===== config.mk =====
export PLATFORM = sky130hd
export DESIGN_NAME = display_scan_ctrl
export DESIGN_NICKNAME = d
export VERILOG_FILES = /design/src/rtl/display_pkg.sv /design/src/rtl/DisplayDecoder.sv /design/src/rtl/display_scan_ctrl.sv
export SDC_FILE = /design/constraint.sdc
export NUM_CORES = 1
export LEC_CHECK = 0
export ABC_CLOCK_PERIOD_IN_PS = 2800
export CAP_MARGIN = 20
export CORE_MARGIN = 2
export CORE_UTILIZATION = 50
export CTS_CLUSTER_DIAMETER = 120
export DETAILED_ROUTE_END_ITERATION = 12
export DONT_BUFFER_PORTS = 1
export PLACE_DENSITY = 0.63
export SLEW_MARGIN = 20
export SYNTH_ARGS = -nofsm -noshare
export SYNTH_HDL_FRONTEND = slang
export SYNTH_SLANG_ARGS = --single-unit

===== constraint.sdc =====
create_clock -name clk_i -period 2.8 [get_ports clk_i]
set_input_delay 0.84 -clock clk_i [delete_from_list [all_inputs] [get_ports clk_i]]
set_output_delay 0.84 -clock clk_i [all_outputs]
set_load 0.02 [all_outputs]

===== src/rtl/display_pkg.sv =====
// Shared types and constants for the multiplexed 7-segment display scanner.
package display_pkg;

  // Scan phases: all digits dark, or one digit lit.
  typedef enum logic {
    BLANK = 1'b0,
    SHOW  = 1'b1
  } scan_state_t;

  // Active-low segment bus value with every segment off.
  localparam logic [6:0] DISP_OFF = 7'h7F;

  // Default scan timing.
  localparam int DEF_N_DIGITS     = 4;
  localparam int DEF_DWELL_CYCLES = 50000;
  localparam int DEF_BLANK_CYCLES = 500;

  // Width of a timer that must count up to the longer of the two phases.
  // Never narrower than one bit, so single-cycle phases still elaborate.
  function automatic int timer_width(input int dwell, input int blank);
    int longest;
    longest = (dwell > blank) ? dwell : blank;
    return (longest > 1) ? $clog2(longest) : 1;
  endfunction

endpackage


===== src/rtl/DisplayDecoder.sv =====
// Hex code to 7-segment glyph decoder, active-high segments ordered {g..a}.
module DisplayDecoder (
  input  logic [3:0] code,
  output logic [6:0] seg
);

  // Glyph lookup for codes 0..F.
  always_comb begin
    seg = 7'h00;
    case (code)
      4'h0:    seg = 7'h3F;
      4'h1:    seg = 7'h06;
      4'h2:    seg = 7'h5B;
      4'h3:    seg = 7'h4F;
      4'h4:    seg = 7'h66;
      4'h5:    seg = 7'h6D;
      4'h6:    seg = 7'h7D;
      4'h7:    seg = 7'h07;
      4'h8:    seg = 7'h7F;
      4'h9:    seg = 7'h6F;
      4'hA:    seg = 7'h77;
      4'hB:    seg = 7'h7C;
      4'hC:    seg = 7'h39;
      4'hD:    seg = 7'h5E;
      4'hE:    seg = 7'h79;
      4'hF:    seg = 7'h71;
      default: seg = 7'h00;
    endcase
  end

endmodule


===== src/rtl/display_scan_ctrl.sv =====
// Round-robin scanner for a common-segment multi-digit 7-segment display.
// Each digit slot is a blanking gap followed by a dwell period; all outputs
// are registered and reflect the scan state of the previous cycle.
module display_scan_ctrl
  import display_pkg::*;
#(
  parameter int N_DIGITS     = DEF_N_DIGITS,
  parameter int DWELL_CYCLES = DEF_DWELL_CYCLES,
  parameter int BLANK_CYCLES = DEF_BLANK_CYCLES
) (
  input  logic                        clk_i,
  input  logic                        rst_n_i,
  input  logic                        enable_i,
  input  logic                        wr_en_i,
  input  logic [$clog2(N_DIGITS)-1:0] wr_addr_i,
  input  logic [3:0]                  wr_data_i,
  input  logic [N_DIGITS-1:0]         mask_i,
  output logic [N_DIGITS-1:0]         dig_n_o,
  output logic [6:0]                  display_n_o,
  output logic                        frame_o
);

  localparam int IDX_W = $clog2(N_DIGITS);
  localparam int TMR_W = timer_width(DWELL_CYCLES, BLANK_CYCLES);

  localparam logic [TMR_W-1:0] DWELL_LAST = TMR_W'(DWELL_CYCLES - 1);
  localparam logic [TMR_W-1:0] BLANK_LAST = TMR_W'(BLANK_CYCLES - 1);
  localparam logic [IDX_W-1:0] IDX_LAST   = IDX_W'(N_DIGITS - 1);
  localparam logic [IDX_W:0]   ADDR_LIMIT = (IDX_W + 1)'(N_DIGITS);

  localparam logic [TMR_W-1:0]    TMR_ZERO = {TMR_W{1'b0}};
  localparam logic [IDX_W-1:0]    IDX_ZERO = {IDX_W{1'b0}};
  localparam logic [N_DIGITS-1:0] DIG_OFF  = {N_DIGITS{1'b1}};

  scan_state_t      state_r, state_s;
  logic [TMR_W-1:0] timer_r, timer_s;
  logic [IDX_W-1:0] idx_r, idx_s;

  logic [3:0] digit_r [N_DIGITS];

  logic [3:0]          cur_code_s;
  logic [6:0]          seg_s;
  logic [N_DIGITS-1:0] dig_n_s, dig_n_r;
  logic [6:0]          display_n_s, display_n_r;
  logic                frame_s, frame_r;
  logic                wr_hit_s;

  // Code of the digit the scan currently points at, fed to the glyph decoder.
  assign cur_code_s = digit_r[idx_r];

  DisplayDecoder u_decoder (
    .code (cur_code_s),
    .seg  (seg_s)
  );

  // Writes beyond the populated digits are dropped.
  assign wr_hit_s = wr_en_i && ({1'b0, wr_addr_i} < ADDR_LIMIT);

  // Digit code storage; kept across enable changes, cleared only by reset.
  always_ff @(posedge clk_i or negedge rst_n_i) begin
    if (!rst_n_i) begin
      for (int i = 0; i < N_DIGITS; i++) begin
        digit_r[i] <= 4'h0;
      end
    end else if (wr_hit_s) begin
      digit_r[wr_addr_i] <= wr_data_i;
    end
  end

  // Scan state, phase timer and digit index registers.
  always_ff @(posedge clk_i or negedge rst_n_i) begin
    if (!rst_n_i) begin
      state_r <= BLANK;
      timer_r <= TMR_ZERO;
      idx_r   <= IDX_ZERO;
    end else begin
      state_r <= state_s;
      timer_r <= timer_s;
      idx_r   <= idx_s;
    end
  end

  // Next-state logic: blank gap, then dwell, then advance to the next digit.
  always_comb begin
    state_s = state_r;
    timer_s = timer_r;
    idx_s   = idx_r;
    if (!enable_i) begin
      state_s = BLANK;
      timer_s = TMR_ZERO;
      idx_s   = IDX_ZERO;
    end else begin
      case (state_r)
        BLANK: begin
          if (timer_r == BLANK_LAST) begin
            state_s = SHOW;
            timer_s = TMR_ZERO;
          end else begin
            timer_s = timer_r + TMR_W'(1'b1);
          end
        end
        SHOW: begin
          if (timer_r == DWELL_LAST) begin
            state_s = BLANK;
            timer_s = TMR_ZERO;
            idx_s   = (idx_r == IDX_LAST) ? IDX_ZERO : idx_r + IDX_W'(1'b1);
          end else begin
            timer_s = timer_r + TMR_W'(1'b1);
          end
        end
        default: begin
          state_s = BLANK;
          timer_s = TMR_ZERO;
          idx_s   = IDX_ZERO;
        end
      endcase
    end
  end

  // Output decode from the current state; a masked digit still uses its slot.
  always_comb begin
    dig_n_s     = DIG_OFF;
    display_n_s = DISP_OFF;
    frame_s     = 1'b0;
    if (enable_i) begin
      if ((state_r == SHOW) && !mask_i[idx_r]) begin
        dig_n_s[idx_r] = 1'b0;
        display_n_s    = ~seg_s;
      end else begin
        dig_n_s     = DIG_OFF;
        display_n_s = DISP_OFF;
      end
      // First cycle of the gap ahead of digit 0 marks a new frame.
      frame_s = (state_r == BLANK) && (timer_r == TMR_ZERO) && (idx_r == IDX_ZERO);
    end else begin
      dig_n_s     = DIG_OFF;
      display_n_s = DISP_OFF;
      frame_s     = 1'b0;
    end
  end

  // Output registers; reset darkens the display without waiting for a clock.
  always_ff @(posedge clk_i or negedge rst_n_i) begin
    if (!rst_n_i) begin
      dig_n_r     <= DIG_OFF;
      display_n_r <= DISP_OFF;
      frame_r     <= 1'b0;
    end else begin
      dig_n_r     <= dig_n_s;
      display_n_r <= display_n_s;
      frame_r     <= frame_s;
    end
  end

  assign dig_n_o     = dig_n_r;
  assign display_n_o = display_n_r;
  assign frame_o     = frame_r;

endmodule


==> impl_summary.md <==
Power and ir drop
The standby leakage power is 1.05 nW. The sequential fraction of design power is 0.557. The combinational group share of total power is 0.142.

The switching fraction of total power is 0.244. Of the total power, the clock network draws 0.301. The internal portion of the total power is 1.03 mW.

The worst-case vdd ir drop is 0.267 mV. For this design the total switching power over the nets is 331 uW. The power density normalized to cell area is 545 mW/mm2.

STA
The final number of max-transition violations came to 0. Setup repair after global routing left no endpoint under its margin. The routed design could run at a clock period as short as 2.40 ns. Setup total negative slack on the finished layout was measured at 0 ns. In the finished design, the share of the clock period the worst path needs comes to 0.856. Headroom to the max-slew limit came out at 0.536.

Setup violations remaining at the end of the flow were counted as 0. For the pin with the worst max-slew slack, the measured transition is 0.694 ns. The achievable frequency is 0.417 GHz. The maximum clock skew at final layout is 0.00635 ns. The final hold violation count is 0. The worst hold margin is 0.232 ns.

Yosys
The synthesized netlist occupies a cell area of 0.00237 mm2. The net count after synthesis is 230. The sequential cell area fraction in the yosys report is 0.501.

The number of storage elements in the synthesis netlist is 47. Yosys printed 0 warnings. The number of instances in the synthesized netlist is 204.

The number of distinct library cells after synthesis is 36. The synthesized area divided by synthesized cell count is 11.6 um2. The share of the synthesized area in the top cell type is 0.380. The leading area contributor after synthesis is dfrtp_1.

Ranked by total cell area, the synthesized netlist is headed by dfrtp_1 38%, dfstp_2 12%, mux2_2 7.6%, ha_1 6.3%, mux4_1 4.4%.

Outcome
The flow ran to the end, and the final reports show no timing, DRC or antenna violations.

Setup path
Among the stages of the critical path, the cell type that occurs most often is inv_1. The worst path required time is 3.00 ns. The worst register-to-register path begins at idx_r[0]$_DFFE_PN0P_. On the worst path, the slowest cell contributes a delay of 0.72 ns. STA classifies the critical path endpoint as a register.

The critical path's slowest cell is mux4_1. The setup path with the least slack is of type register to register. For the worst setup path, the data arrival time is 2.60 ns. The worst setup slack for register-to-register paths is 0.40 ns. STA classifies the critical path startpoint as a register. In this run the critical register-to-register path is captured at display_n_o[3]$_DFF_PN1_. The largest fanout on the critical path is 9. The worst register-to-register path has a depth of 6.

Walking the worst path, the cells encountered are mux4_1 -> inv_1 -> ha_1 -> inv_1 -> mux4_2 -> nand2b_1.

Global route
The via count of the first global-routing pass is 1521. Entering global routing, the biggest net connects 48 pins. The first global-routing pass estimated 7120 um of wire. The number of antenna violations at the first check in global routing is 0. In the global route stage, overall resource usage came out at 0.174. After global routing the overflow that remains totals 0.

Min path
The min-delay analysis places its worst path in the category primary input to asynchronous set/reset pin.

Routing
The remaining antenna violation count after routing is 0. The routed wire length per instance is 15.7 um. The final wirelength is 4070 um. In the routed layout, each cell is associated on average with a via count of 5.81. The number of search-and-repair iterations in the first detailed-routing pass is 4.

After the first detailed-routing iteration, the DRC count stood at 120. The via count is 1510. The remaining routing DRC violations is 0.

CTS
The number of hold buffers added after CTS was 0. The clock latency on the worst-skew pair is 0.29 ns. Clock-pin slew was measured on the worst setup and hold paths at 0.08 ns. The number of gates resized after CTS was 0. Buffers added to address setup during post-CTS repair amount to 0. The total CTS buffers is 5.

The cell sitting at the root of the clock tree is a clkbuf_8. In this run the deepest clock path goes through 2 buffers. TritonCTS built the clock tree. The depth of the CTS H-tree is 2. The sink count of the clock tree is 47.

Final layout
The proportion of layout cells with a drive suffix above 1 is 0.189. Summing all non-filler instances in the final layout gives an area of 0.00249 mm2. The area growth from synthesis to layout is 5.01%. For this run, the post-layout net count is 231. The repair_antennas step left the layout with diodes totalling 0.

Placement
The number of input and output port buffers inserted is 0. The half-perimeter wire length of the detailed placement result is 2950 um. The post-detailed-placement cell area is 0.00240 mm2.

The final estimated routing congestion in global placement is 0.868.

Die
The die extent in y is 72.9 um. The floorplan row count is 25. The initial core utilization is 0.509. In this run the count of I/O pins placed on the die edge is 26.

The placeable core region is 0.00466 mm2. From left edge to right edge, the die measures 72.9 um. The die area is 0.00531 mm2.

Flow run
The number of max-cap violations is 0.
[cell usage after synthesis]
cell      instances
nand4_1           3
nand3b_1          3
o22ai_1           1
o221ai_1          3
xor2_1            6
a31o_1            1
mux4_1            4
nand2b_1          3
inv_1            11
buf_6             2
o211ai_1          2
and3_1            1
nor3_1            3
and2_1            1
and2b_2           1
xnor2_1           9
mux2i_1           2
mux4_2            2
nor4_1            4
and4_1            3
buf_2             2
mux2_2           16
nor2b_1           2
a21oi_1           3
dfrtp_1          36
or2_2             2
and4b_1           1
dfstp_2          11
ha_1             12
nor3b_1           1
nor2_1           22
or3_1             1
nand3_1          11
o21ai_0           1
clkbuf_1          2
nand2_1          16
[area by class of cell]
type / count / area [um2]
fill: 414 / 2170
tap: 54 / 67.6
clock buffer: 7 / 86.3
inverter: 11 / 41.3
multi-input combinational: 140 / 1100
sequential: 47 / 1190
clock inverter: 1 / 5.00
[logic make-up (layout without fill, tap and decap cells)]
| kind of cell | after synthesis | after routing | share of synthesized area |
|---|---|---|---|
| compound gates | 11 | 11 | 0.0322 |
| xor+xnor | 15 | 15 | 0.0554 |
| fa+ha+maj | 12 | 12 | 0.0633 |
| buf+inv | 17 | 19 | 0.0343 |
| flops | 47 | 47 | 0.501 |
| mux | 24 | 24 | 0.148 |
| simple gates | 78 | 78 | 0.166 |
[registers in the layout, summed over array words and instances (netlist names)]
register     count
timer_r         16
dig_n_o          4
display_n_o      7
idx_r            2
digit_r         16
frame_o          1
state_r          1
[per-stage QoR]
step	cells	setup slack (ns)	total power, mW	util
after floorplan	204	0.700	0.921	-
after global placement	252	0.528	0.942	0.515
after detailed placement	252	0.398	0.959	0.515
after CTS	260	0.389	1.37	0.535
after global routing	260	0.218	1.43	0.535
final	260	0.402	1.36	0.535
[power by group through the flow]
stage | clock network (mW) | registers [mW] | logic [mW]
after floorplan | 0 | 0.758 | 0.164
after detailed placement | 0 | 0.769 | 0.191
after CTS | 0.427 | 0.756 | 0.191
after global placement | 0 | 0.767 | 0.175
after global routing | 0.454 | 0.762 | 0.212
final | 0.409 | 0.756 | 0.193
[metal layers]
layer / part of all wire / GRT usage / vias up / wire [um]
li1: - / - / 709 / -
met1: 0.48 / 0.240 / 740 / 1950
met2: 0.45 / 0.264 / 53 / 1820
met3: 0.056 / 0.0470 / 8 / 227
met4: 0.017 / 0.0617 / 0 / 70
met5: 0 / 0 / - / 0
[cells in the final DEF (no fill, tap or decap), types with 2 or more instances in the layout]
cell type	instances
nor2_1	22
nand3_1	11
or2_2	2
a21oi_1	3
nor2b_1	2
nand4_1	3
mux4_1	4
mux2_2	16
o221ai_1	3
dfrtp_1	36
o211ai_1	2
nand2_1	16
mux2i_1	2
nand3b_1	3
xnor2_1	9
and4_1	3
mux4_2	2
nor3_1	3
nor4_1	4
clkbuf_8	6
inv_1	11
nand2b_1	3
dfstp_2	11
xor2_1	6
ha_1	12
[worst max path at each step]
stage	start	to	slack [ns]	cells after the start
2_1_floorplan	idx_r[0]$_DFFE_PN0P_	display_n_o[3]$_DFF_PN1_	0.70	7
3_3_place_gp	idx_r[0]$_DFFE_PN0P_	display_n_o[3]$_DFF_PN1_	0.53	6
3_5_place_dp	idx_r[0]$_DFFE_PN0P_	display_n_o[3]$_DFF_PN1_	0.40	6
4_1_cts	idx_r[0]$_DFFE_PN0P_	display_n_o[3]$_DFF_PN1_	0.39	6
5_1_grt	idx_r[0]$_DFFE_PN0P_	display_n_o[3]$_DFF_PN1_	0.22	6
6_report	idx_r[0]$_DFFE_PN0P_	display_n_o[3]$_DFF_PN1_	0.40	6
[worst max-delay path, delay by kind of cell, from the launching register on]
kind                       cells  cell delay, ns
buffers and inverters          2            0.23
and+or+nand+nor                1            0.15
DFF                            1            0.60
adders and majority gates      1            0.16
muxes                          2            1.15
Note: power is estimated with default switching activity, not from simulation.
==> RTL change 1, RTL diff (same flow settings) <==
Reset style: synchronous (`rst_n_i`), changed in 3 clocked blocks.
--- a/src/rtl/display_scan_ctrl.sv
+++ b/src/rtl/display_scan_ctrl.sv
@@ -58,5 +58,5 @@
 
   // Digit code storage; kept across enable changes, cleared only by reset.
-  always_ff @(posedge clk_i or negedge rst_n_i) begin
+  always_ff @(posedge clk_i) begin
     if (!rst_n_i) begin
       for (int i = 0; i < N_DIGITS; i++) begin
@@ -69,5 +69,5 @@
 
   // Scan state, phase timer and digit index registers.
-  always_ff @(posedge clk_i or negedge rst_n_i) begin
+  always_ff @(posedge clk_i) begin
     if (!rst_n_i) begin
       state_r <= BLANK;
@@ -141,5 +141,5 @@
 
   // Output registers; reset darkens the display without waiting for a clock.
-  always_ff @(posedge clk_i or negedge rst_n_i) begin
+  always_ff @(posedge clk_i) begin
     if (!rst_n_i) begin
       dig_n_r     <= DIG_OFF;
Behaviour: differs if rst_n_i is asserted again (counterexample within 4 cycles, from zero or initial values and one cycle with rst_n_i low); with rst_n_i held inactive, the same outputs for 10 cycles.
==> RTL change 1 against the original RTL <==
Area after synthesis rose by 2.3%. Design area up 4.3%. Sequential cell count rose by 2. Setup slack improved by 74 ps. Die area rose by 2.2%. Core utilization increased by 1.9 points. First-iteration DRC count shrank 13%. Critical endpoint is now display_n_o[0]. Routed wire length up 14%. Count of clock-buffer cells in the layout fell by 1.
Power is not compared: it rests on default switching activity, and its combinational part moved more than twofold at a synthesized area within 25%.
==> RTL change 1: results (changes against the original RTL) <==
outcome=finished, final reports clean; via count=1743 (+15%); initial DRC count=104 (-13%); Crit path arrival time=2540 ps (-60 ps); nets=256 (+11%); vias in the first global route=1617 (+6.3%); first-pass GRT wire length=7820 um (+9.9%); Slew @ Worst Pin=506 ps (-188 ps); CTS root buf=clkbuf_8; Synth Net Count=253 (+10%); worst clock skew=5.52 ps (-0.822 ps); critical path fanouts, max=10 (+1); hold depth=1; share of the yosys chip area belonging to registers=0.470 (-0.0315); Num CTS Buffers=5 (unchanged); Max VDD drop=0.246 mV; placed cell area=0.00248 mm^2 (+3.4%); ant diodes=0 (unchanged); PortBufs=0 (unchanged); initial antenna violation count=0 (unchanged); Hold Crit Start=timer_r[0]; routability congestion estimate=0.839 (-3.3%); EDFF count, synth=16 (+16); top cells by count, synth=dfxtp_1, nor3_1, edfxtp_1, nand2_1, and2_1; Clock Pin Slew Worst Setup and Hold Paths=80 ps (about the same); ys async rst share=0 (-1.00); Worst R2R Path Depth=6 (unchanged); layout cells sized above 1=0.108 (-0.0811); average wire per standard cell=16.3 um (+4.2%); dpl hpwl=3460 um (+17%); Setup Buffers After CTS=0 (unchanged); count of unique library cells instantiated by Yosys=43 (+19%); largest cells by area after synthesis=dfxtp_1, edfxtp_1, ha_1, nor3_1, mux4_2; Tot GR Track Use=0.186 (+0.0130); Reg2Reg Setup Slack=480 ps (+70 ps); worst r2r dst=display_n_o[0]; largest net degree at the start of global routing=17 (-65%); Hold Crit Class=reg2reg
[RTL change 1: cell type report]
class / count / area (um^2)
clock inverter: 2 / 33.8
sequential: 49 / 1140
multi-input combinational: 161 / 1210
fill: 399 / 2090
timing repair buffer: 5 / 37.5
clock buffer: 6 / 82.6
tap: 54 / 67.6
inverter: 8 / 30.0
[RTL change 1: worst max path at each step]
| stage | cells past startpoint | from | slack (ps) | endpoint |
|---|---|---|---|---|
| after CTS | 6 | register | 460 | display_n_o[0] |
| after detailed placement | 6 | register | 500 | display_n_o[0] |
| final | 6 | register | 480 | display_n_o[0] |
| after global placement | 6 | register | 620 | display_n_o[0] |
| after floorplan | 7 | register | 560 | display_n_o[3] |
| after global routing | 6 | register | 260 | display_n_o[0] |
[RTL change 1: worst max-delay path: stages, from the launching register on]
cell	delay, ps
dfxtp_1	570
mux4_2	640
inv_1	140
ha_1	290
mux2i_1	120
a211o_1	310
o31ai_1	180
[RTL change 1: cells by family after synthesis]
family | after synthesis | share of synthesized area
AOI/OAI and AO/OA | 18 | 0.0536
xor gates and xnor gates | 12 | 0.0433
adders and majority gates | 12 | 0.0618
buffers and inverters | 17 | 0.0335
DFF | 49 | 0.470
muxes | 17 | 0.0933
and+or+nand+nor | 102 | 0.245
[RTL change 1: through the flow]
| stage | cells | hold WS, ps | worst slack, ps | util |
|---|---|---|---|---|
| final | 285 | 512 | 476 | 0.554 |
| after global routing | 285 | 570 | 260 | 0.554 |
| after CTS | 285 | 518 | 459 | 0.554 |
| after global placement | 277 | 484 | 617 | 0.529 |
| after floorplan | 227 | 465 | 558 | - |
| after detailed placement | 277 | 505 | 499 | 0.529 |
[RTL change 1: power by group]
group | internal (mW) | leakage, nW | switching, mW
Combinational | 0.0363 | 0.432 | 0.0458
Sequential | 0.753 | 0.423 | 0.00923
Clock | 0.288 | 0.0626 | 0.225
[RTL change 1: layer usage]
layer / track usage / vias to the layer above / share of wire
li1: - / 843 / -
met1: 0.263 / 834 / 0.49
met2: 0.265 / 58 / 0.43
met3: 0.0631 / 8 / 0.061
met4: 0.0667 / 0 / 0.015
met5: 0 / - / 0
==> RTL change 2, RTL diff (config.mk and constraints unchanged) <==
Made on the original files. The package constant `DEF_DWELL_CYCLES` goes from 50000 to 25000.
--- a/src/rtl/display_pkg.sv
+++ b/src/rtl/display_pkg.sv
@@ -13,5 +13,5 @@
   // Default scan timing.
   localparam int DEF_N_DIGITS     = 4;
-  localparam int DEF_DWELL_CYCLES = 50000;
+  localparam int DEF_DWELL_CYCLES = 25000;
   localparam int DEF_BLANK_CYCLES = 500;
 
Check against the original RTL: no difference found for any inputs over 10 cycles, from zero or initial values and one cycle with rst_n_i low; that may be too few to reach the edited logic, so the function may still have changed.
==> RTL change 2 against the original RTL <==
Core utilization increased by 0.64 points. Design area increased by 1.2%. Sequential power decreased by 2%. Non-clock buffer count increased by 1. Maximum frequency increased by 2.3%. Critical endpoint unchanged. Power increased by 4.6%. Routed wire length increased by 6.0%. Sequential cell count decreased by 1. Setup slack improved by 55 ps. Sequential share of layout area decreased by 1.6 points. Area after synthesis increased by 0.95%. Via count increased by 0.73%.
==> RTL change 2: results (changes against the original RTL) <==
outcome=finished, final reports clean; share of the yosys chip area belonging to registers=0.486 (-0.0152); pre-CTS setup slack=452 ps (+53.5 ps); dpl hpwl=3100 um (+4.9%); Crit path arrival time=2580 ps (-20 ps); Fin Setup TNS=0 ps (unchanged); layout cells sized above 1=0.236 (+0.0471); via count=1521 (+0.73%); top cells by count, synth=dfrtp_1, nor3_1, mux2_2; Max VDD drop=0.261 mV (-2.2%); Post-Route WL=4310 um (+6.0%); Synth Net Count=227 (-1.3%); Reg2Reg Setup Slack=460 ps (+50 ps); DRT Pass-1 Iters=6 (+2); largest net degree at the start of global routing=47 (-2.1%); initial DRC count=53 (-56%); Slew @ Worst Pin=702 ps (+7.57 ps); first-pass GRT wire length=6970 um (-2.1%); fillers=406 (-1.9%); switching part of the total=0.242 (-0.00224); clock latency on the worst-skew pair=300 ps; routability congestion estimate=0.813 (-6.4%); worst clock skew=3.42 ps (-2.92 ps); Leak=1.01 nW (-3.5%); count of unique library cells instantiated by Yosys=41 (+14%); Tot GR Track Use=0.171 (-0.00222)
## RTL change 2: through the flow
step	instances	hold WS (ps)	area [um^2]
final	257	230	2520
after global routing	257	210	2520
after CTS	257	217	2520
after detailed placement	249	485	2410
after global placement	249	486	2410
after floorplan	201	465	2400
## RTL change 2: cell families after synthesis
logic type / share of synthesized area
flops: 0.486
compound gates: 0.0465
fa+ha+maj: 0.0627
simple gates: 0.166
buf+inv: 0.0444
mux: 0.147
xor+xnor: 0.0475
## RTL change 2: layout make-up
type / count / area [um^2] / area share
clock buffers: 5 / 68.8 / 0.0273
clock inverters: 3 / 40.0 / 0.0159
repair buffers: 1 / 7.51 / 0.00298
multi-input cells: 135 / 1120 / 0.446
well taps: 54 / 67.6 / 0.0268
inverters: 13 / 48.8 / 0.0193
flip-flops and latches: 46 / 1160 / 0.462
## RTL change 2: how the worst max path moves through the flow
stage | startpoint | endpoint | slack (ps) | cells after the start
after CTS | idx_r[0] | display_n_o[3] | 440 | 6
final | idx_r[0] | display_n_o[3] | 460 | 6
after floorplan | idx_r[0] | display_n_o[3] | 710 | 7
after global placement | idx_r[0] | display_n_o[3] | 590 | 6
after detailed placement | idx_r[0] | display_n_o[3] | 450 | 6
after global routing | idx_r[0] | display_n_o[3] | 360 | 6
## RTL change 2: worst register-to-register path, delay by kind of cell (launching register included)
family | cells | cell delay [ps]
DFF | 1 | 590
adders and majority gates | 1 | 150
buffers and inverters | 2 | 230
muxes | 2 | 1170
and+or+nand+nor | 1 | 150
## RTL change 2: layer usage
layer  vias to the layer above  part of all wire  global-route usage  wire length, um
met4                         0            0.0063              0.0638               27
met2                        36              0.47               0.261             2040
met5                         -                 0                   0                0
met1                       758              0.47               0.228             2030
met3                         2             0.049              0.0552              211
li1                        725                 -                   -                -
## RTL change 2: power groups by stage
stage	Combinational, mW	Sequential, mW	Clock [mW]
global route	0.207	0.749	0.523
detailed placement	0.189	0.756	0
floorplan	0.166	0.743	0
global placement	0.174	0.755	0
finish	0.190	0.742	0.487
CTS	0.190	0.743	0.499
